<file path="config.mk">
export PLATFORM = sky130hd
export DESIGN_NAME = riscv_test_monitor
export DESIGN_NICKNAME = d
export VERILOG_FILES = /design/src/rtl/riscv_test_pkg.sv /design/src/rtl/riscv_test_monitor.sv
export SDC_FILE = /design/constraint.sdc
export NUM_CORES = 1
export LEC_CHECK = 0
export CAP_MARGIN = 20
export CORE_MARGIN = 2
export CORE_UTILIZATION = 39
export DETAILED_ROUTE_END_ITERATION = 6
export GPL_ROUTABILITY_DRIVEN = 1
export PLACE_DENSITY = 0.76
export SETUP_SLACK_MARGIN = 0.15
export SLEW_MARGIN = 10
export SYNTH_ARGS = -nofsm -noshare
export SYNTH_HDL_FRONTEND = slang
export SYNTH_SLANG_ARGS = --single-unit
</file>
<file path="constraint.sdc">
create_clock -name i_Clk -period 2.45 [get_ports i_Clk]
set_clock_uncertainty 0.05 [all_clocks]
set_input_delay 0.6125 -clock i_Clk [delete_from_list [all_inputs] [get_ports i_Clk]]
set_output_delay 0.6125 -clock i_Clk [all_outputs]
set_load 0.03 [all_outputs]
</file>
<file path="src/rtl/riscv_test_pkg.sv">
// Shared types and default constants for the RISC-V test-completion monitor.
package riscv_test_pkg;

    typedef enum logic [1:0] {
        ST_IDLE  = 2'd0,
        ST_RUN   = 2'd1,
        ST_DRAIN = 2'd2,
        ST_DONE  = 2'd3
    } state_t;

    typedef enum logic [1:0] {
        STATUS_PENDING = 2'b00,
        STATUS_PASS    = 2'b01,
        STATUS_FAIL    = 2'b10,
        STATUS_UNKNOWN = 2'b11
    } status_t;

    localparam logic [31:0] DEFAULT_HALT_INST  = 32'hdead10cc;
    localparam logic [31:0] DEFAULT_PASS_MAGIC = 32'h00c0ffee;
    localparam logic [31:0] DEFAULT_FAIL_MAGIC = 32'hdeaddead;

    function automatic logic [31:0] sat_inc(input logic [31:0] value);
        return (value == 32'hffffffff) ? value : value + 32'd1;
    endfunction

    function automatic status_t classify(input logic [31:0] a0,
                                         input logic [31:0] pass_magic,
                                         input logic [31:0] fail_magic);
        if (a0 == pass_magic) return STATUS_PASS;
        if (a0 == fail_magic) return STATUS_FAIL;
        return STATUS_UNKNOWN;
    endfunction

endpackage

</file>
<file path="src/rtl/riscv_test_monitor.sv">
// Watches a core for the halt word, waits for the pipeline to drain, then
// classifies the test result from a0; a cycle limit catches runaway tests.
module riscv_test_monitor
    import riscv_test_pkg::*;
#(
    parameter logic [63:0] MAX_CYCLES   = 64'd10000,
    parameter int unsigned DRAIN_CYCLES = 4,
    parameter logic [31:0] HALT_INST    = DEFAULT_HALT_INST,
    parameter logic [31:0] PASS_MAGIC   = DEFAULT_PASS_MAGIC,
    parameter logic [31:0] FAIL_MAGIC   = DEFAULT_FAIL_MAGIC
) (
    input  logic        i_Clk,
    input  logic        i_reset_n,
    input  logic        i_start,
    input  logic [31:0] i_inst_data,
    input  logic [31:0] i_a0,
    output logic        o_busy,
    output logic        o_done,
    output logic [1:0]  o_status,
    output logic        o_timeout,
    output logic [31:0] o_cycles
);

    state_t      state_q, state_d;
    status_t     status_q, status_d;
    logic        timeout_q, timeout_d;
    logic [31:0] cycles_q, cycles_d;
    logic [31:0] drain_q, drain_d;

    always_ff @(posedge i_Clk or negedge i_reset_n) begin
        if (!i_reset_n) begin
            state_q   <= ST_IDLE;
            status_q  <= STATUS_PENDING;
            timeout_q <= 1'b0;
            cycles_q  <= 32'd0;
            drain_q   <= 32'd0;
        end else begin
            state_q   <= state_d;
            status_q  <= status_d;
            timeout_q <= timeout_d;
            cycles_q  <= cycles_d;
            drain_q   <= drain_d;
        end
    end

    always_comb begin
        state_d   = state_q;
        status_d  = status_q;
        timeout_d = timeout_q;
        cycles_d  = cycles_q;
        drain_d   = drain_q;
        // A start pulse re-arms from any state, including mid-run.
        if (i_start) begin
            state_d   = ST_RUN;
            status_d  = STATUS_PENDING;
            timeout_d = 1'b0;
            cycles_d  = 32'd0;
            drain_d   = 32'd0;
        end else begin
            case (state_q)
                ST_RUN: begin
                    if (i_inst_data == HALT_INST) begin
                        cycles_d = sat_inc(cycles_q);
                        drain_d  = DRAIN_CYCLES;
                        state_d  = ST_DRAIN;
                    end else if ({32'd0, cycles_q} == MAX_CYCLES) begin
                        timeout_d = 1'b1;
                        status_d  = STATUS_UNKNOWN;
                        state_d   = ST_DONE;
                    end else begin
                        cycles_d = sat_inc(cycles_q);
                    end
                end
                ST_DRAIN: begin
                    if (drain_q == 32'd0) begin
                        status_d = classify(i_a0, PASS_MAGIC, FAIL_MAGIC);
                        state_d  = ST_DONE;
                    end else begin
                        drain_d = drain_q - 32'd1;
                    end
                end
                default: ;
            endcase
        end
    end

    assign o_busy    = (state_q == ST_RUN) || (state_q == ST_DRAIN);
    assign o_done    = (state_q == ST_DONE);
    assign o_status  = status_q;
    assign o_timeout = timeout_q;
    assign o_cycles  = cycles_q;

endmodule

</file>
### Word level (Yosys, flattened, before mapping)

Cells that the tools add are included.
Widths: inputs -> output; s select.

* input bits: 67
* logic and storage cells: 68
* output and inout bits: 37
* bits in registers: 69

* reduce and logical (&&, ||, !) cells: 10
* $add $sub $neg: 2
* equal/unequal tests: 16
* muxes and demuxes: 35

Operators by type and width (count)
* $mux 32: 8
* $eq 32x32->1 const B: 3
* $pmux 32 s2: 1
* $add 32x1->32 const B: 1
* $eq 32x14->1 const B: 1
* $eq 32x24->1 const B: 1
* $logic_not 32->1: 1
* $sub 32x1->32 const B: 1
* $mux 2: 11
* $ne 3x3->1 const B: 6
* $mux 1: 13
* $reduce_and 3->1: 3
* $pmux 2 s2: 2
* $eq 2x2->1 const B: 2
* $ne 4x4->1 const B: 1
* $reduce_and 4->1: 1
* $reduce_bool 2->1: 2
* $reduce_bool 3->1: 1
* $eq 2x1->1 const B: 1
* $ne 2x2->1 const B: 1
* $reduce_and 2->1: 1
* $logic_or 1x1->1: 1

### Depth between registers and ports, before layout

Gate-level depths: netlist (run 1).

* word-level depth: 14
* mapped depth: 10
* depth with buffers taken out: 8

### Worst setup path after synthesis (run 1)

OpenSTA, ideal clock, no wires.

* kind: input-to-reg
* from: input port i_inst_data[22]
* to: register drain_q[23]
* stages on the path: 6
* arrival time: 2512 ps
* path buffers: 0
* setup time: 119 ps
* data required time: 2281 ps
* slack: -231 ps
* path through: nand4bb_1 -> or4_4 -> o311a_4 -> or2_1 -> o41a_1 -> o21ba_1

* word-level cells in the longest chain between the ends: 3

Ends and longest elaborated chain
* start: declaration: RTL line riscv_test_monitor.sv:15 `input logic [31:0] i_inst_data,`
* $eq 32x32->1: RTL line riscv_test_monitor.sv:62 `if (i_inst_data == HALT_INST) begin`
* $ne 3x3->1 (no source line)
* $reduce_and 3->1 (no source line)
* end signal: assignment: RTL line riscv_test_monitor.sv:42 `drain_q <= drain_d;`
* end: declaration: RTL line riscv_test_monitor.sv:28 `logic [31:0] drain_q, drain_d;`

Every way passes these cells.
A chain may end at the register's enable or synchronous reset.

### Worst setup path after layout (run 1)

* from: input port i_inst_data[24]
* to: register cycles_q[18], in the netlist o_cycles[18]

* word-level cells in the longest chain between the ends: 4
* elaborated cells between the ends (all ways): 6
* those cells by class: 2 x eq/ne; 3 x mux; 1 x reduce/logical

Ends and longest elaborated chain
* $eq 32x32->1 *: RTL line riscv_test_monitor.sv:62
* $mux 32: RTL line riscv_test_monitor.sv:62
* $mux 32: RTL line riscv_test_monitor.sv:60 `case (state_q)`
* $mux 32: RTL line riscv_test_monitor.sv:53 `if (i_start) begin`
* end signal: assignment: RTL line riscv_test_monitor.sv:41 `cycles_q <= cycles_d;`
* end: declaration: RTL line riscv_test_monitor.sv:27 `logic [31:0] cycles_q, cycles_d;`

Mark *: on every way between the ends. The rest lies on a longest branch, timed or not. The select of a mux whose other input is x is not followed.

==> implementation parameters, run 1 <==
Parameter                              Value

Run status
  Outcome ... finished with violations
  Violated checks ... negative setup slack

Floorplanning
  Number of placement rows ... 37
  Effective utilization at floorplan ... 40.50%
  Top-level I/O count ... 104
  Horizontal extent of the die ... 108.0 um
  Die Footprint ... 11,670 sq um
  Core Region ... 10,420 sq um
  DIE HEIGHT ... 108.0 um

CTS
  Clock buffers created by TritonCTS ... 9
  Number of clock sinks ... 69
  Maximum level of the CTS H-tree ... 3
  Buffers from clock root to sink, at most ... 2
  Clock Pin Slew Worst Setup and Hold Paths ... 0.08 ns
  Cell at the root of the clock tree ... sky130_fd_sc_hd__clkbuf_8
  Clock tree from TritonCTS ... built
  Later-pin clock latency in the skew report ... 0.35 ns

Setup path
  Critical R2R Launch ... drain_q[14]
  Crit path DAT ... 2.72 ns
  Data required time at the worst endpoint ... 2.69 ns
  Type of destination of the critical path ... flop
  Number of cells traversed by the worst register-to-register path ... 8
  Type of the setup path with the least slack ... in -> reg
  Worst-case register-to-register setup slack ... -0.02 ns
  Crit start category ... input port
  Worst reg2reg endpoint ... drain_q[27]
  Crit path max fanout ... 6

Power
  Max VDD drop ... 337.7 uV
  Lkg Pwr ... 2.937 nW
  Switching share of power ... 30.22%
  Total power divided by cell area ... 461.5 nW/um^2
  Share of total power in sequential cells ... 38.0%
  Net switching power ... 0.9888 mW
  Total Power ... 3.272 mW
  Design internal power ... 2.283 mW
  Combinational power share ... 28.7%
  Share of total power in the clock network ... 33.2%

Placed design
  Dpl ws ... -0.6473 ns
  Final HPWL DP ... 9.806 mm
  Number of port buffers ... 103
  Routability-driven placement congestion ratio ... 0.9092

Global routing
  Via count of the first global-routing pass ... 4,835
  Total congestion overflow after global routing ... 0
  Global-route wire length before repair ... 23.73 mm
  Global router's overall resource usage ... 25.65%
  Pin count of the biggest net entering global routing ... 70
  Antenna violations before repair ... 0

Synth
  Register bit count reported by yosys ... 69
  Synthesized netlist cell count ... 457
  Yosys warns ... 0
  Cell area after synthesis ... 4219 sq um
  Number of synthesized flops with an enable pin ... 0
  Sequential cell area fraction in the yosys report ... 40.93%
  Synth cell types ... 59
  Post-Synthesis Net Count ... 530
  Proportion of synthesized flip-flops having asynchronous set or reset ... 100.0%
  Mean area per synthesized cell ... 9.232 sq um
  Top flip-flop cell by instance count after synthesis ... sky130_fd_sc_hd__dfrtp_1

Cells and area
  Ant diodes ... 0
  Utilization of the core after routing ... 68.07%
  Filler Cells Inserted ... 713
  Fraction of layout cells with a size suffix above 1 ... 36.47%
  Most common cell after layout, fill and taps aside ... sky130_fd_sc_hd__buf_4
  Most frequent cells in the layout ... sky130_fd_sc_hd__buf_4, sky130_fd_sc_hd__dfrtp_1, sky130_fd_sc_hd__clkdlybuf4s50_1
  Synth-to-layout area growth ... 68.06%
  Layout Nets ... 726

Route
  Via count normalized by instance count ... 5.985
  Detailed-routing iteration count for the pre-antenna-repair pass ... 7
  Post-detailed-route count of antenna-violating nets ... 0
  Number of violations reported at the end of detailed-routing iteration 0 ... 335
  Via count ... 4,752
  Routed wire length ... 15.94 mm
  Mean routed wirelength per cell ... 20.08 um
  DRC violation count after routing ... 0

Timing
  Summed negative setup slack over all endpoints ... -0.1606 ns
  Slew headroom ... 72.04%
  Slew Limit Fails ... 0
  Clock period minus final worst setup slack ... 2.480 ns
  Tightest hold margin ... 0.2324 ns
  Final setup violating endpoints ... 10
  Worst Tran Pin Value ... 0.4155 ns
  Fmax ... 403.2 MHz
  Hold violation total from the final report ... 0
  Final worst setup slack ... -0.03039 ns
  RSZ-0062 raised after global routing ... yes
  Crit share post-route ... 101.2%

Min path
  Path class of the lowest-slack min-delay path ... in -> async

Run
  Max-Cap Viols ... 0
[cell families (layout without fill, tap and decap cells)]
kind of cell,Yosys count,count (layout),synth area share (%)
and+or+nand+nor,233,236,34.43
adders and majority gates,6,6,1.779
muxes,1,1,0.2669
xor gates and xnor gates,22,22,4.567
DFF,69,69,40.93
buffers and inverters,31,229,3.648
AOI/OAI and AO/OA,95,95,14.38
[how the worst max path moves through the flow]
stage / from / endpoint / cells after the start
finish: i_inst_data[24] / o_cycles[18] / 11
floorplan: i_inst_data[29] / o_cycles[23] / 7
CTS: drain_q[14] / drain_q[27] / 8
global route: drain_q[14] / drain_q[27] / 8
global placement: i_inst_data[29] / o_cycles[3] / 8
detailed placement: i_inst_data[29] / o_cycles[11] / 8
[power by group through the flow]
| stage | Combinational [mW] | Clock, mW | Sequential, mW |
|---|---|---|---|
| after CTS | 0.850 | 1.08 | 1.24 |
| final | 0.941 | 1.09 | 1.24 |
| after floorplan | 0.427 | 0 | 1.28 |
| after global routing | 1.00 | 1.14 | 1.25 |
| after detailed placement | 0.773 | 0 | 1.26 |
| after global placement | 0.752 | 0 | 1.25 |
[stage by stage]
stage               instance area (sq um)  cells
floorplan                            4481    457
global placement                     6098    748
detailed placement                   6098    748
CTS                                  6756    784
global route                         7091    794
finish                               7091    794
[per-layer routing]
metal / global-route usage, % / routed length [um]
met1: 30.01 / 5920
met2: 46.68 / 8423
met3: 4.461 / 941
met4: 9.799 / 655
met5: 0 / 0
[Yosys cell counts, types with 8 or more instances]
| cell type | count | area, sq um |
|---|---|---|
| sky130_fd_sc_hd__o31ai_1 | 14 | 105.1 |
| sky130_fd_sc_hd__dfrtp_1 | 69 | 1727 |
| sky130_fd_sc_hd__nor4_1 | 22 | 137.6 |
| sky130_fd_sc_hd__nand3_1 | 17 | 85.08 |
| sky130_fd_sc_hd__xnor2_1 | 20 | 175.2 |
| sky130_fd_sc_hd__nand4b_1 | 8 | 70.07 |
| sky130_fd_sc_hd__nor2_1 | 40 | 150.1 |
| sky130_fd_sc_hd__a21oi_1 | 36 | 180.2 |
| sky130_fd_sc_hd__nor3_1 | 13 | 65.06 |
| sky130_fd_sc_hd__nand4_1 | 15 | 93.84 |
| sky130_fd_sc_hd__o21ai_0 | 25 | 125.1 |
| sky130_fd_sc_hd__or3_1 | 22 | 137.6 |
| sky130_fd_sc_hd__or4_1 | 17 | 127.6 |
| sky130_fd_sc_hd__inv_1 | 12 | 45.04 |
| sky130_fd_sc_hd__nand2_1 | 28 | 105.1 |
[area by class of cell]
class                   instances  area (sq um)  share of cell area, %
repair buffers                201          1888                  26.63
clock buffers                  12         155.1                  2.188
well taps                     136         170.2                  2.400
clock inverters                 4         70.07                 0.9882
inverters                      12         45.04                 0.6353
multi-input cells             360          3033                  42.77
flip-flops and latches         69          1729                  24.39
[flip-flops by register name, summed over array words and instances, names as in the netlist]
signal / cells
drain_q: 32
o_cycles: 32
o_status: 2
state_q: 2
o_timeout: 1
[critical path, stage by stage]
cell and delay (ns):
sky130_fd_sc_hd__buf_6 0.09, sky130_fd_sc_hd__nand4b_1 0.15, sky130_fd_sc_hd__or4_4 0.59, sky130_fd_sc_hd__o211ai_4 0.23, sky130_fd_sc_hd__buf_12 0.14, sky130_fd_sc_hd__buf_6 0.10
sky130_fd_sc_hd__buf_6 0.09, sky130_fd_sc_hd__nand3_4 0.11, sky130_fd_sc_hd__buf_6 0.15, sky130_fd_sc_hd__or3_1 0.30, sky130_fd_sc_hd__a21oi_1 0.14
[what timing repair did]
item	4_1_cts	5_1_grt
pin swaps	54	29
setup endpoints to repair	67	71
gates resized for setup	129	73
gates cloned	4	1
hold buffers	0	0
setup buffers	16	9
(Power assumes the default switching activity.)
==> run 2: changes to the inputs <==
==> constraint.sdc (replaced) <==
create_clock -name i_Clk -period 2.19 [get_ports i_Clk]
set_clock_uncertainty 0.05 [all_clocks]
set_input_delay 0.657 -clock i_Clk [delete_from_list [all_inputs] [get_ports i_Clk]]
set_output_delay 0.657 -clock i_Clk [all_outputs]
set_load 0.03 [all_outputs]
==> run 2 against run 1 <==
Sequential power is 11% higher. Hold slack better by 0.040 ns. Highest routed layer unchanged. Critical path type unchanged. Register-to-register slack worse by 0.32 ns. Non-clock buffer count is 59 higher. Critical path depth is 4 lower. Combinational power is 24% higher. Largest power group unchanged. First-iteration DRC count is 19% higher. Core utilization is 5.0 points higher. Total power is 14% higher. Sequential cell count stayed put. Die area stayed put. The run still ends with negative setup slack left.
==> implementation parameters, run 2 (synthesis gave the netlist of run 1 again) <==
Parameter                              Value

Route
  Mean routed wirelength per cell ... 21.15 um (+5.4%)
  Via count ... 5,257 (+11%)
  Routed wire length ... 18.02 mm (+13%)
  DRC violation count after routing ... 0 (unchanged)
  Number of violations reported at the end of detailed-routing iteration 0 ... 397 (+19%)
  Post-detailed-route count of antenna-violating nets ... 0 (unchanged)
  Via count normalized by instance count ... 6.170 (+3.1%)
  Detailed-routing iteration count for the pre-antenna-repair pass ... 7 (unchanged)

Timing
  Slew headroom ... 62.20% (-9.8 points)
  Tightest hold margin ... 0.2721 ns (+0.03970 ns)
  Clock period minus final worst setup slack ... 2.565 ns
  Summed negative setup slack over all endpoints ... -17.37 ns (-17.21 ns)
  Final setup violating endpoints ... 66 (+56)
  RSZ-0062 raised after global routing ... yes
  Worst Tran Pin Value ... 0.5649 ns (+0.1494 ns)
  Hold violation total from the final report ... 0 (unchanged)
  Fmax ... 389.8 MHz
  Slew Limit Fails ... 0 (unchanged)
  Final worst setup slack ... -0.3752 ns (-0.3448 ns)
  Crit share post-route ... 117.1%

Setup path
  Type of the setup path with the least slack ... in -> reg
  Worst-case register-to-register setup slack ... -0.34 ns (-0.32 ns)
  Worst reg2reg endpoint ... o_cycles[29]
  Type of destination of the critical path ... flop
  Number of cells traversed by the worst register-to-register path ... 11 (+3)
  Critical R2R Launch ... o_cycles[0]
  Crit start category ... input port
  Crit path max fanout ... 6 (unchanged)
  Data required time at the worst endpoint ... 2.37 ns (-0.32 ns)
  Crit path DAT ... 2.75 ns (+0.03 ns)

CTS
  Cts-stage hold buffer count ... 0 (unchanged)
  Clock tree from TritonCTS ... built
  Clock Pin Slew Worst Setup and Hold Paths ... 0.08 ns (about the same)
  Maximum level of the CTS H-tree ... 3 (unchanged)
  Clock buffers created by TritonCTS ... 9 (unchanged)
  Number of clock sinks ... 69 (unchanged)
  Cell at the root of the clock tree ... sky130_fd_sc_hd__clkbuf_8
  Later-pin clock latency in the skew report ... 0.35 ns (about the same)
  Buffers from clock root to sink, at most ... 2 (unchanged)

Placed design
  Number of port buffers ... 103 (unchanged)
  Cell area after placement ... 6495 sq um (+6.5%)
  Routability-driven placement congestion ratio ... 0.9182 (+0.99%)
  Final HPWL DP ... 10.31 mm (+5.1%)
  Dpl ws ... -1.006 ns (-0.3583 ns)

Floorplanning
  Die Footprint ... 11,670 sq um (unchanged)
  DIE HEIGHT ... 108.0 um (unchanged)
  Horizontal extent of the die ... 108.0 um (unchanged)
  Core Region ... 10,420 sq um (unchanged)
  Effective utilization at floorplan ... 40.50% (unchanged)
  Top-level I/O count ... 104 (unchanged)
  Number of placement rows ... 37 (unchanged)

Global routing
  Global router's overall resource usage ... 27.39% (+1.7 points)
  Total congestion overflow after global routing ... 0 (unchanged)
  Via count of the first global-routing pass ... 5,199 (+7.5%)
  Global-route wire length before repair ... 25.04 mm (+5.5%)
  Pin count of the biggest net entering global routing ... 70 (unchanged)
  Antenna violations before repair ... 0 (unchanged)

Cells and area
  Most common cell after layout, fill and taps aside ... sky130_fd_sc_hd__buf_4
  Most frequent cells in the layout ... sky130_fd_sc_hd__buf_4, sky130_fd_sc_hd__dfrtp_1, sky130_fd_sc_hd__nor2_1
  Ant diodes ... 0 (unchanged)
  Synth-to-layout area growth ... 80.43%
  Layout Nets ... 785 (+8.1%)
  Area used by multi-input combinational logic ... 3139 sq um (+3.5%)
  Filler Cells Inserted ... 691 (-3.1%)
  Storage cell area ... 1729 sq um (unchanged)
  Post-layout instance area ... 7612 sq um (+7.4%)
  Fraction of layout cells with a size suffix above 1 ... 44.69% (+8.2 points)

Power
  Switching share of power ... 30.88% (+0.66 points)
  Share of total power in the clock network ... 31.5% (-1.7 points)
  Total power divided by cell area ... 491.0 nW/um^2 (+6.4%)
  Combinational power share ... 31.4% (+2.7 points)
  Lkg Pwr ... 3.327 nW (+13%)
  Share of total power in sequential cells ... 37.1% (-0.9 points)
  Net switching power ... 1.154 mW (+17%)
  Design internal power ... 2.584 mW (+13%)
  Max VDD drop ... 528.0 uV (+56%)
  Total Power ... 3.738 mW (+14%)

Run
  Max-Cap Viols ... 0 (unchanged)

Run status
  Violated checks ... negative setup slack
  Outcome ... finished with violations

Min path
  Path class of the lowest-slack min-delay path ... in -> async
[run 2: changes by cell type in the layout (fill, tap and decap cells not counted), sizes merged]
cell,before,now
buf,107,166
clkdlybuf4s50,66,33
dlygate4sd2,8,30
clkdlybuf4s15,10,19
clkbuf,19,22
dlymetal6s2s,3,1
clkinv,2,1
clkinvlp,0,1
[run 2: worst max path at each step]
stage                   endpoint            start  depth (start not counted)  slack, ns
floorplan           o_cycles[23]  i_inst_data[29]                          7      -0.40
global placement    o_cycles[11]   i_inst_data[5]                          9      -0.95
detailed placement  o_cycles[17]  i_inst_data[25]                          7      -1.01
CTS                 o_cycles[17]  i_inst_data[24]                          8      -0.31
global route         drain_q[22]      drain_q[20]                         10      -0.39
finish               drain_q[23]  i_inst_data[18]                          7      -0.38
[run 2: layout make-up]
| type | count | area share, % |
|---|---|---|
| flip-flops and latches | 69 | 22.72 |
| clock inverters | 4 | 0.9533 |
| well taps | 136 | 2.235 |
| inverters | 12 | 0.5917 |
| multi-input cells | 360 | 41.24 |
| clock buffers | 11 | 1.857 |
| repair buffers | 260 | 30.41 |
[run 2: power groups by stage]
stage | clock network, mW | registers [mW] | logic, mW
2_1_floorplan | 0 | 1.43 | 0.498
3_3_place_gp | 0 | 1.40 | 0.950
3_5_place_dp | 0 | 1.40 | 0.982
4_1_cts | 1.17 | 1.38 | 1.04
5_1_grt | 1.24 | 1.39 | 1.24
6_report | 1.18 | 1.38 | 1.17
[run 2: critical path, stage by stage]
cell	delay, ns
sky130_fd_sc_hd__clkdlybuf4s15_1	0.19
sky130_fd_sc_hd__nand4b_1	0.10
sky130_fd_sc_hd__or4_4	0.56
sky130_fd_sc_hd__o311a_4	0.38
sky130_fd_sc_hd__or2_4	0.30
sky130_fd_sc_hd__o41a_1	0.37
sky130_fd_sc_hd__o21ba_1	0.18
[run 2: repair_timing]
action | 4_1_cts | 5_1_grt
gates cloned | 4 | 1
resized for setup | 154 | 120
endpoints found under the setup margin | 105 | 77
pin swaps | 33 | 50
buffers inserted | 21 | 12
[run 2: through the flow]
stage / util, % / cells
after global routing: 73.08 / 852
after CTS: 68.43 / 839
after detailed placement: 62.35 / 799
final: 73.08 / 852
after floorplan: - / 457
after global placement: 62.35 / 799
[run 2: layer usage]
layer,share of wire (%),track usage [%],vias to the layer above
li1,-,-,2258
met1,36,30.20,2609
met2,53,51.35,300
met3,6.2,4.521,90
met4,4.9,12.18,0
met5,0,0,-
==> run 3: changes to the inputs <==
--- a/config.mk
+++ b/config.mk
@@ -12,2 +12,3 @@
 export GPL_ROUTABILITY_DRIVEN = 1
+export HOLD_SLACK_MARGIN = 0.15
 export PLACE_DENSITY = 0.76
--- a/constraint.sdc
+++ b/constraint.sdc
@@ -4,2 +4,2 @@
 set_output_delay 0.657 -clock i_Clk [all_outputs]
-set_load 0.03 [all_outputs]
+set_load 0.1 [all_outputs]
==> run 3 against run 2 <==
The flow still finishes with violations (negative setup slack). Sequential power hardly changed. Final area increased by 5.9%. First-iteration DRC count is 24% lower. Core utilization grew 4.3 points. Die area unchanged. Clock-buffer cell count is 1 lower. Register-to-register slack worse by 0.097 ns. Hold slack worse by 0.026 ns. Global-route usage up 3.9 points.
==> implementation parameters, run 3 (synthesis gave the netlist of run 1 again) <==
Parameter                              Value

Run status
  Outcome ... finished with violations
  Violated checks ... negative setup slack

Route
  Wire length on met2 ... 9.816 mm (+2.1%)
  Detailed-routing iteration count for the pre-antenna-repair pass ... 5 (-2)
  Via count normalized by instance count ... 6.128 (-0.69%)
  M1 wire length ... 6.246 mm (-2.5%)
  Routed wire length ... 18.35 mm (+1.8%)
  Top routing layer in use ... met4
  DRC violation count after routing ... 0 (unchanged)
  Number of violations reported at the end of detailed-routing iteration 0 ... 300 (-24%)
  Mean routed wirelength per cell ... 21.51 um (+1.7%)
  Post-detailed-route count of antenna-violating nets ... 0 (unchanged)
  Routed met3 length ... 1.194 mm (+6.4%)
  Via count ... 5,227 (-0.57%)

Timing
  Final setup violating endpoints ... 66 (unchanged)
  Crit share post-route ... 119.9% (+2.8 points)
  Worst Tran Pin Value ... 0.4700 ns (-0.09493 ns)
  Final worst setup slack ... -0.4368 ns (-0.06159 ns)
  Hold violation total from the final report ... 0 (unchanged)
  Slew headroom ... 68.38% (+6.2 points)
  Slew Limit Fails ... 0 (unchanged)
  Clock period minus final worst setup slack ... 2.627 ns (+0.06160 ns)
  Fmax ... 380.7 MHz (-2.3%)
  RSZ-0062 raised after global routing ... yes

Placed design
  Routability-driven placement congestion ratio ... 0.8743 (-4.8%)
  Number of port buffers ... 103 (unchanged)
  Final HPWL DP ... 11.03 mm (+7.0%)
  Dpl ws ... -1.080 ns (-0.07494 ns)
  Cell area after placement ... 6979 sq um (+7.5%)

CTS
  Buffers from clock root to sink, at most ... 2 (unchanged)
  Clock Pin Slew Worst Setup and Hold Paths ... 0.08 ns (about the same)
  Clock tree from TritonCTS ... built
  Cell at the root of the clock tree ... sky130_fd_sc_hd__clkbuf_8
  Maximum level of the CTS H-tree ... 3 (unchanged)
  Number of clock sinks ... 69 (unchanged)
  Clock buffers created by TritonCTS ... 9 (unchanged)
  Later-pin clock latency in the skew report ... 0.38 ns (+0.03 ns)

Power
  Net switching power ... 1.292 mW (+12%)
  Combinational power share ... 34.3% (+2.9 points)
  Lkg Pwr ... 3.283 nW (-1.3%)
  Share of total power in sequential cells ... 35.0% (-2.1 points)
  Switching share of power ... 32.47% (+1.6 points)
  Total power divided by cell area ... 493.6 nW/um^2 (+0.51%)
  Share of total power in the clock network ... 30.8% (-0.7 points)
  Max VDD drop ... 628.4 uV (+19%)
  Total Power ... 3.979 mW (+6.4%)
  Design internal power ... 2.687 mW (+4.0%)

Cells and area
  Layout Nets ... 785 (unchanged)
  Post-layout instance area ... 8061 sq um (+5.9%)
  Fraction of layout cells with a size suffix above 1 ... 51.74% (+7.1 points)
  Most common cell after layout, fill and taps aside ... sky130_fd_sc_hd__buf_4
  Filler Cells Inserted ... 599 (-13%)
  Ant diodes ... 0 (unchanged)
  Most frequent cells in the layout ... sky130_fd_sc_hd__buf_4, sky130_fd_sc_hd__buf_12, sky130_fd_sc_hd__dfrtp_1
  Synth-to-layout area growth ... 91.07%

Global routing
  Antenna violations before repair ... 0 (unchanged)
  Global router's overall resource usage ... 31.30% (+3.9 points)
  Via count of the first global-routing pass ... 5,437 (+4.6%)
  Global-route wire length before repair ... 28.03 mm (+12%)
  Total congestion overflow after global routing ... 0 (unchanged)
  Pin count of the biggest net entering global routing ... 70 (unchanged)

Setup path
  Crit path max fanout ... 7 (+1)
  Type of the setup path with the least slack ... reg -> reg
  Crit path DAT ... 2.84 ns (+0.09 ns)
  Critical R2R Launch ... o_cycles[1]
  Data required time at the worst endpoint ... 2.40 ns (+0.03 ns)
  Crit start category ... flop
  Critical Path Start ... o_cycles[1]
  Type of destination of the critical path ... flop

Floorplanning
  Number of placement rows ... 37 (unchanged)
  Die Footprint ... 11,670 sq um (unchanged)
  DIE HEIGHT ... 108.0 um (unchanged)
  Top-level I/O count ... 104 (unchanged)
  Effective utilization at floorplan ... 40.50% (unchanged)
  Horizontal extent of the die ... 108.0 um (unchanged)
  Core Region ... 10,420 sq um (unchanged)

Run
  Max-Cap Viols ... 0 (unchanged)

Min path
  Path class of the lowest-slack min-delay path ... in -> async
[run 3: cell count changes in the layout (fill, tap and decap cells not counted), moves of 3 or more]
cell                              before  now
sky130_fd_sc_hd__buf_12                7   42
sky130_fd_sc_hd__dfrtp_1              67   41
sky130_fd_sc_hd__dfrtp_2               2   25
sky130_fd_sc_hd__clkdlybuf4s15_1      18    2
sky130_fd_sc_hd__dlygate4sd2_1        30   22
sky130_fd_sc_hd__buf_2                 8    3
sky130_fd_sc_hd__clkbuf_2             10    5
sky130_fd_sc_hd__buf_6                23   27
sky130_fd_sc_hd__buf_4               124  121
sky130_fd_sc_hd__dfrtp_4               0    3
sky130_fd_sc_hd__nand2_4               4    1
sky130_fd_sc_hd__o21ai_1               8   11
[run 3: what timing repair did]
item | in CTS | in global routing
resized for setup | 143 | 62
cloned | 5 | 0
hold buffers | 0 | 0
endpoints found under the setup margin | 70 | 71
pin swaps | 102 | 39
setup buffers | 22 | 5
[run 3: stage by stage]
stage / util [%] / std cells / setup TNS [ns] / hold slack, ns
final: 77.39 / 853 / -20.27 / 0.2459
after global routing: 77.39 / 853 / -23.19 / 0.2880
after CTS: 75.21 / 848 / -14.82 / 0.2785
after detailed placement: 67.00 / 805 / -61.07 / 0.5037
after global placement: 67.00 / 805 / -58.46 / 0.4753
after floorplan: - / 457 / -20.85 / 0.3114
[run 3: final timing paths]
| kind | slack (ns) | to | depth (start not counted) |
|---|---|---|---|
| setup reg to reg | -0.44 | o_cycles[29] | 10 |
| setup / recovery | -0.44 | o_cycles[29] | 10 |
| hold / removal | 0.25 | o_cycles[21] | 2 |
| max in group asynchronous | 1.47 | o_cycles[4] | 2 |
| hold reg to reg | 0.53 | drain_q[31] | 2 |
| min in group i_Clk | 0.53 | drain_q[31] | 2 |
[run 3: worst max-delay path, stage by stage, from the launching register on]
cell and delay [ns]:
sky130_fd_sc_hd__dfrtp_4 0.50, sky130_fd_sc_hd__inv_4 0.07, sky130_fd_sc_hd__ha_4 0.11, sky130_fd_sc_hd__or4bb_4 0.46, sky130_fd_sc_hd__nor4_4 0.27, sky130_fd_sc_hd__o211ai_4 0.19
sky130_fd_sc_hd__buf_6 0.18, sky130_fd_sc_hd__o211ai_4 0.26, sky130_fd_sc_hd__buf_6 0.18, sky130_fd_sc_hd__nor4_2 0.05, sky130_fd_sc_hd__o21a_1 0.19
[run 3: final cells by class]
type / instances / area, sq um / share of cell area, %
timing repair buffer: 261 / 2761 / 34.25
clock buffer: 10 / 137.6 / 1.707
tap: 136 / 170.2 / 2.111
clock inverter: 6 / 86.33 / 1.071
multi-input combinational: 359 / 3089 / 38.32
inverter: 12 / 47.55 / 0.5898
sequential: 69 / 1769 / 21.95
[run 3: metal layers]
layer	GRT usage [%]	vias to the layer above
met5	0	-
met4	14.01	0
met3	7.354	111
met2	58.09	306
met1	33.58	2547
li1	-	2263
[run 3: power groups by stage]
| stage | sequential [mW] | combinational, mW | clock, mW |
|---|---|---|---|
| after floorplan | 1.50 | 0.528 | 0 |
| after global placement | 1.41 | 1.08 | 0 |
| after detailed placement | 1.41 | 1.11 | 0 |
| after CTS | 1.39 | 1.28 | 1.22 |
| after global routing | 1.40 | 1.43 | 1.28 |
| final | 1.39 | 1.36 | 1.22 |
==> RTL edit 1: new RTL, config.mk and constraints of run 2 <==
Re-encode `state_t` (4 states) as one-hot, 4 bits wide.
--- a/src/rtl/riscv_test_pkg.sv
+++ b/src/rtl/riscv_test_pkg.sv
@@ -2,9 +2,9 @@
 package riscv_test_pkg;
 
-    typedef enum logic [1:0] {
-        ST_IDLE  = 2'd0,
-        ST_RUN   = 2'd1,
-        ST_DRAIN = 2'd2,
-        ST_DONE  = 2'd3
+    typedef enum logic [3:0] {
+        ST_IDLE  = 4'b0001,
+        ST_RUN   = 4'b0010,
+        ST_DRAIN = 4'b0100,
+        ST_DONE  = 4'b1000
     } state_t;
 
Check against the original RTL: no difference found for any inputs over 10 cycles, from zero or initial values and one cycle with i_reset_n low; not proved beyond that.
==> RTL edit 1 against run 2 <==
  * The run still ends with setup timing left
  * Worst setup slack got worse by 0.21 ns
  * Cell area fell by 1.9%
  * Synthesized area shrank 2.4%
  * Sequential share of layout area increased by 1.3 points
  * Worst hold slack got worse by 0.026 ns
  * Count of clock-buffer cells in the layout shrank 2
  * Wire length down 6.6%
  * Power rose by 13%
  * Sequential cell count increased by 2
  * Fmax shrank 7.6%
==> RTL edit 1: results (changes against run 2) <==
[logic_synthesis]
synth.yosys.seq_area_share = 0.4317  ; was 0.4093
async_flop_share = 1.000  ; unchanged
syn_nets = 519  ; was 530
synth.avg_cell_area_um2 = 9.174  ; was 9.232 µm²
synth.top_cells.by_count = nor2_1, dfrtp_1, xor2_1  ; was dfrtp_1, nor2_1, a21oi_1
yosysWarnings = 0  ; unchanged
synth_area_leaders = dfrtp_1, xor2_1, nor2_1  ; was dfrtp_1, a21oi_1, xnor2_1
synth_flop_cell = dfrtp_1  ; unchanged
synth_cell_types = 51  ; was 59

[setup_path]
cpMaxStageDelayCell = or4_4  ; unchanged
arrival_ns = 2.97  ; was 2.75 ns
cp_slowest_stage_delay_ns = 0.58  ; was 0.56 ns
worstPathMaxFanout = 4  ; was 6

[cts]
clockBufferDepth = 2  ; unchanged
cts_inserted_buffers = 9  ; unchanged
cts_hold_buf = 0  ; unchanged
h-tree-depth = 3  ; unchanged
root_buffer = clkbuf_8  ; unchanged
clk_pin_slew_ns = 0.08  ; about the same
clkLatencyLatePin_ns = 0.37  ; was 0.35 ns

[placement]
gp_congestion = 0.8538  ; was 0.9182
hpwlAfterDp_um = 9592  ; was 10310 µm
io_buffer_count = 103  ; unchanged
placed_area_mm2 = 0.006232  ; was 0.006495 mm²

[outcome]
status = finished with violations  ; unchanged
violations = setup timing  ; unchanged

[power]
ir_drop_v = 0.0004095  ; was 0.0005280 V
power.leakage_nw = 3.362  ; was 3.327 nW

[detailed_routing]
drt_iter0_markers = 302  ; was 397
wirelength_um = 16830  ; was 18020 µm
vias = 4918  ; was 5257

[global_routing]
grt_pass1_vias = 5178  ; was 5199
track_usage = 0.2726  ; was 0.2739
antenna_found_initial = 0  ; unchanged
grt_first_pass_wirelength_um = 24690  ; was 25040 µm
grt_max_degree = 72  ; was 70

[timing]
maxSlewHeadroom = 0.6089  ; was 0.6220
worst_slack_ns = -0.5858  ; was -0.3752 ns
setup_violations = 66  ; unchanged

[finish]
drive_above_1_share = 0.4719  ; was 0.4469
fin_nets = 777  ; was 785
stdcell_count = 848  ; was 852
fillers = 669  ; was 691
insertedDiodeCount = 0  ; unchanged

[RTL edit 1: final timing paths]
check / startpoint / endpoint / slack, ns / depth (start not counted)
worst min register to register: drain_q[6] / drain_q[6] / 0.50 / 2
min in group i_Clk: drain_q[6] / drain_q[6] / 0.50 / 2
max in group asynchronous: i_reset_n / o_cycles[15] / 1.47 / 2
worst max-delay path: drain_q[11] / drain_q[28] / -0.59 / 9
worst max register to register: drain_q[11] / drain_q[28] / -0.59 / 9
worst min-delay path: i_reset_n / drain_q[1] / 0.25 / 2
[RTL edit 1: through the flow]
stage | power, mW | setup TNS, ns | setup slack [ns] | hold slack (ns)
final | 4.224 | -21.72 | -0.5858 | 0.2466
after global routing | 4.385 | -25.17 | -0.6433 | 0.2770
after CTS | 3.999 | -18.42 | -0.5927 | 0.2794
after detailed placement | 2.601 | -43.51 | -0.8283 | 0.4647
after global placement | 2.564 | -39.18 | -0.7632 | 0.4543
after floorplan | 2.056 | -14.70 | -0.5498 | 0.3114
[RTL edit 1: cell families after synthesis]
kind of cell | Yosys count | share of synthesized area
xor+xnor | 44 | 0.09356
mux | 3 | 0.007898
compound gates | 51 | 0.07868
fa+ha+maj | 3 | 0.009114
flops | 71 | 0.4317
buf+inv | 24 | 0.02582
simple gates | 253 | 0.3533
[RTL edit 1: layout make-up]
class                      instances  area [µm²]  share of cell area
inverter                           7       26.28            0.003520
sequential                        71        1795              0.2405
tap                              136       170.2             0.02280
clock inverter                     7       120.1             0.01609
timing repair buffer             264        2320              0.3108
clock buffer                       9       123.9             0.01659
multi-input combinational        354        2909              0.3897
[RTL edit 1: worst max-delay path, delay by kind of cell (launching register included)]
| kind | cells | cell delay, ns |
|---|---|---|
| simple gates | 5 | 1.53 |
| compound gates | 1 | 0.16 |
| flops | 1 | 0.39 |
| xor+xnor | 1 | 0.21 |
| buf+inv | 2 | 0.32 |
[RTL edit 1: report_power, final]
part / internal (mW) / total, mW / switching [mW]
clock network: 0.761 / 1.33 / 0.568
logic: 0.714 / 1.45 / 0.736
registers: 1.39 / 1.44 / 0.0500
total: 2.87 / 4.22 / 1.35
[RTL edit 1: what timing repair did]
| item | CTS | global route |
|---|---|---|
| setup buffers | 25 | 23 |
| gates resized for setup | 210 | 120 |
| endpoints found under the hold margin | 0 | 0 |
| pin swaps | 60 | 73 |
| cloned | 2 | 0 |
| endpoints found under the setup margin | 105 | 84 |
[RTL edit 1: metal layers]
metal / wire (µm) / global-route usage / up-vias / share of wire
met1: 6032 / 0.3044 / 2465 / 0.36
met4: 824 / 0.1132 / 0 / 0.049
met5: 0 / 0 / - / 0
met2: 9120 / 0.4932 / 203 / 0.54
met3: 857 / 0.06748 / 78 / 0.051
li1: - / - / 2172 / -
==> RTL edit 2: new RTL, flow settings as in run 2 <==
Without the edit above. Change the parameter `MAX_CYCLES` from 64'd10000 to 64'd5000.
--- a/src/rtl/riscv_test_monitor.sv
+++ b/src/rtl/riscv_test_monitor.sv
@@ -4,5 +4,5 @@
     import riscv_test_pkg::*;
 #(
-    parameter logic [63:0] MAX_CYCLES   = 64'd10000,
+    parameter logic [63:0] MAX_CYCLES   = 64'd5000,
     parameter int unsigned DRAIN_CYCLES = 4,
     parameter logic [31:0] HALT_INST    = DEFAULT_HALT_INST,
Check against the original RTL: no difference found for any inputs over 10 cycles, from zero or initial values and one cycle with i_reset_n low; that may be too few to reach the edited logic, so the function may still have changed.
==> RTL edit 2 against run 2 <==
  * The flow still finishes with violations (setup timing)
  * Wire length down 12%
  * Register-to-register slack got worse by 0.06 ns
  * Cell area down 5.1%
  * Critical path depth grew 2
  * Die area down 2.5%
  * Count of clock-buffer cells in the layout unchanged
  * Power is essentially flat
  * Worst setup slack got worse by 0.092 ns
  * Fmax down 3.5%
  * Synthesized area down 2.6%
  * Synthesized cell count rose by 0.44%
  * Sequential cell count unchanged
  * Sequential share of layout area is 1.2 points higher
  * Largest cell class unchanged
==> RTL edit 2: results (changes against run 2) <==
[global_routing]
grt_first_pass_wirelength_um = 24070  ; was 25040 µm
grt_pass1_vias = 5030  ; was 5199
use_met3 = 0.05836  ; was 0.04521
track_usage = 0.2646  ; was 0.2739

[power]
p_comb_mw = 1.25  ; was 1.17 mW
power.leakage_nw = 3.157  ; was 3.327 nW
p_seq_frac = 0.374  ; was 0.371
p_sw_frac = 0.3174  ; was 0.3088
ir_drop_v = 0.0005439  ; was 0.0005280 V
switching_power_mw = 1.187  ; was 1.154 mW

[logic_synthesis]
synthAdderAreaFrac = 0.01828  ; was 0.01779
synth.avg_cell_area_um2 = 8.949  ; was 9.232 µm²
synth_compound_area_frac = 0.1234  ; was 0.1438
synth_area_leaders = dfrtp_1, xnor2_1, nor2_1  ; was dfrtp_1, a21oi_1, xnor2_1
synthMuxAreaShare = 0.01614  ; was 0.002669

[finish]
area_growth_pct = 75.85  ; was 80.43%
multi_input_area_mm2 = 0.002963  ; was 0.003139 mm²
seq_cell_count = 69  ; unchanged

[timing]
setup_violations = 66  ; unchanged
whs_ns = 0.2452  ; was 0.2721 ns
worst_slack_ns = -0.4673  ; was -0.3752 ns

[setup_path]
r2r_cells = 9  ; was 11
timing.rr.end = o_cycles[21]  ; was o_cycles[29]
worstPathMaxFanout = 4  ; was 6

[outcome]
status = finished with violations  ; unchanged
violations = setup timing  ; unchanged

[detailed_routing]
wl_met2_um = 8004  ; was 9610 µm
met1_length_um = 6108  ; was 6403 µm
dr.pass1.iters = 5  ; was 7

[placement]
gp_congestion = 0.9000  ; was 0.9182
hpwlAfterDp_um = 9892  ; was 10310 µm

-- RTL edit 2: changes by cell type in the layout (fill, tap and decap cells not counted), sizes merged, moves of 5 or more --
cell | before | now
nor3 | 14 | 24
nand3 | 21 | 12
nand3b | 6 | 1
nor4b | 11 | 4
and3 | 1 | 7
buf | 166 | 148
dlygate4sd2 | 30 | 39
clkbuf | 22 | 13
a21oi | 36 | 28
-- RTL edit 2: worst max-delay path, stage by stage --
cell and delay, ns:
buf_6 0.08, nand4b_1 0.15, or4_4 0.58, o31a_1 0.34
buf_4 0.15, buf_8 0.13, or2_4 0.27, or3_4 0.38
a21oi_2 0.13
-- RTL edit 2: kinds of logic after synthesis --
logic type	Yosys count
AND/OR/NAND/NOR	239
AO/OA/AOI/OAI	83
multiplexers	6
adder cells (fa/ha/maj)	6
flip-flops	69
buffers and inverters	31
XOR/XNOR	25
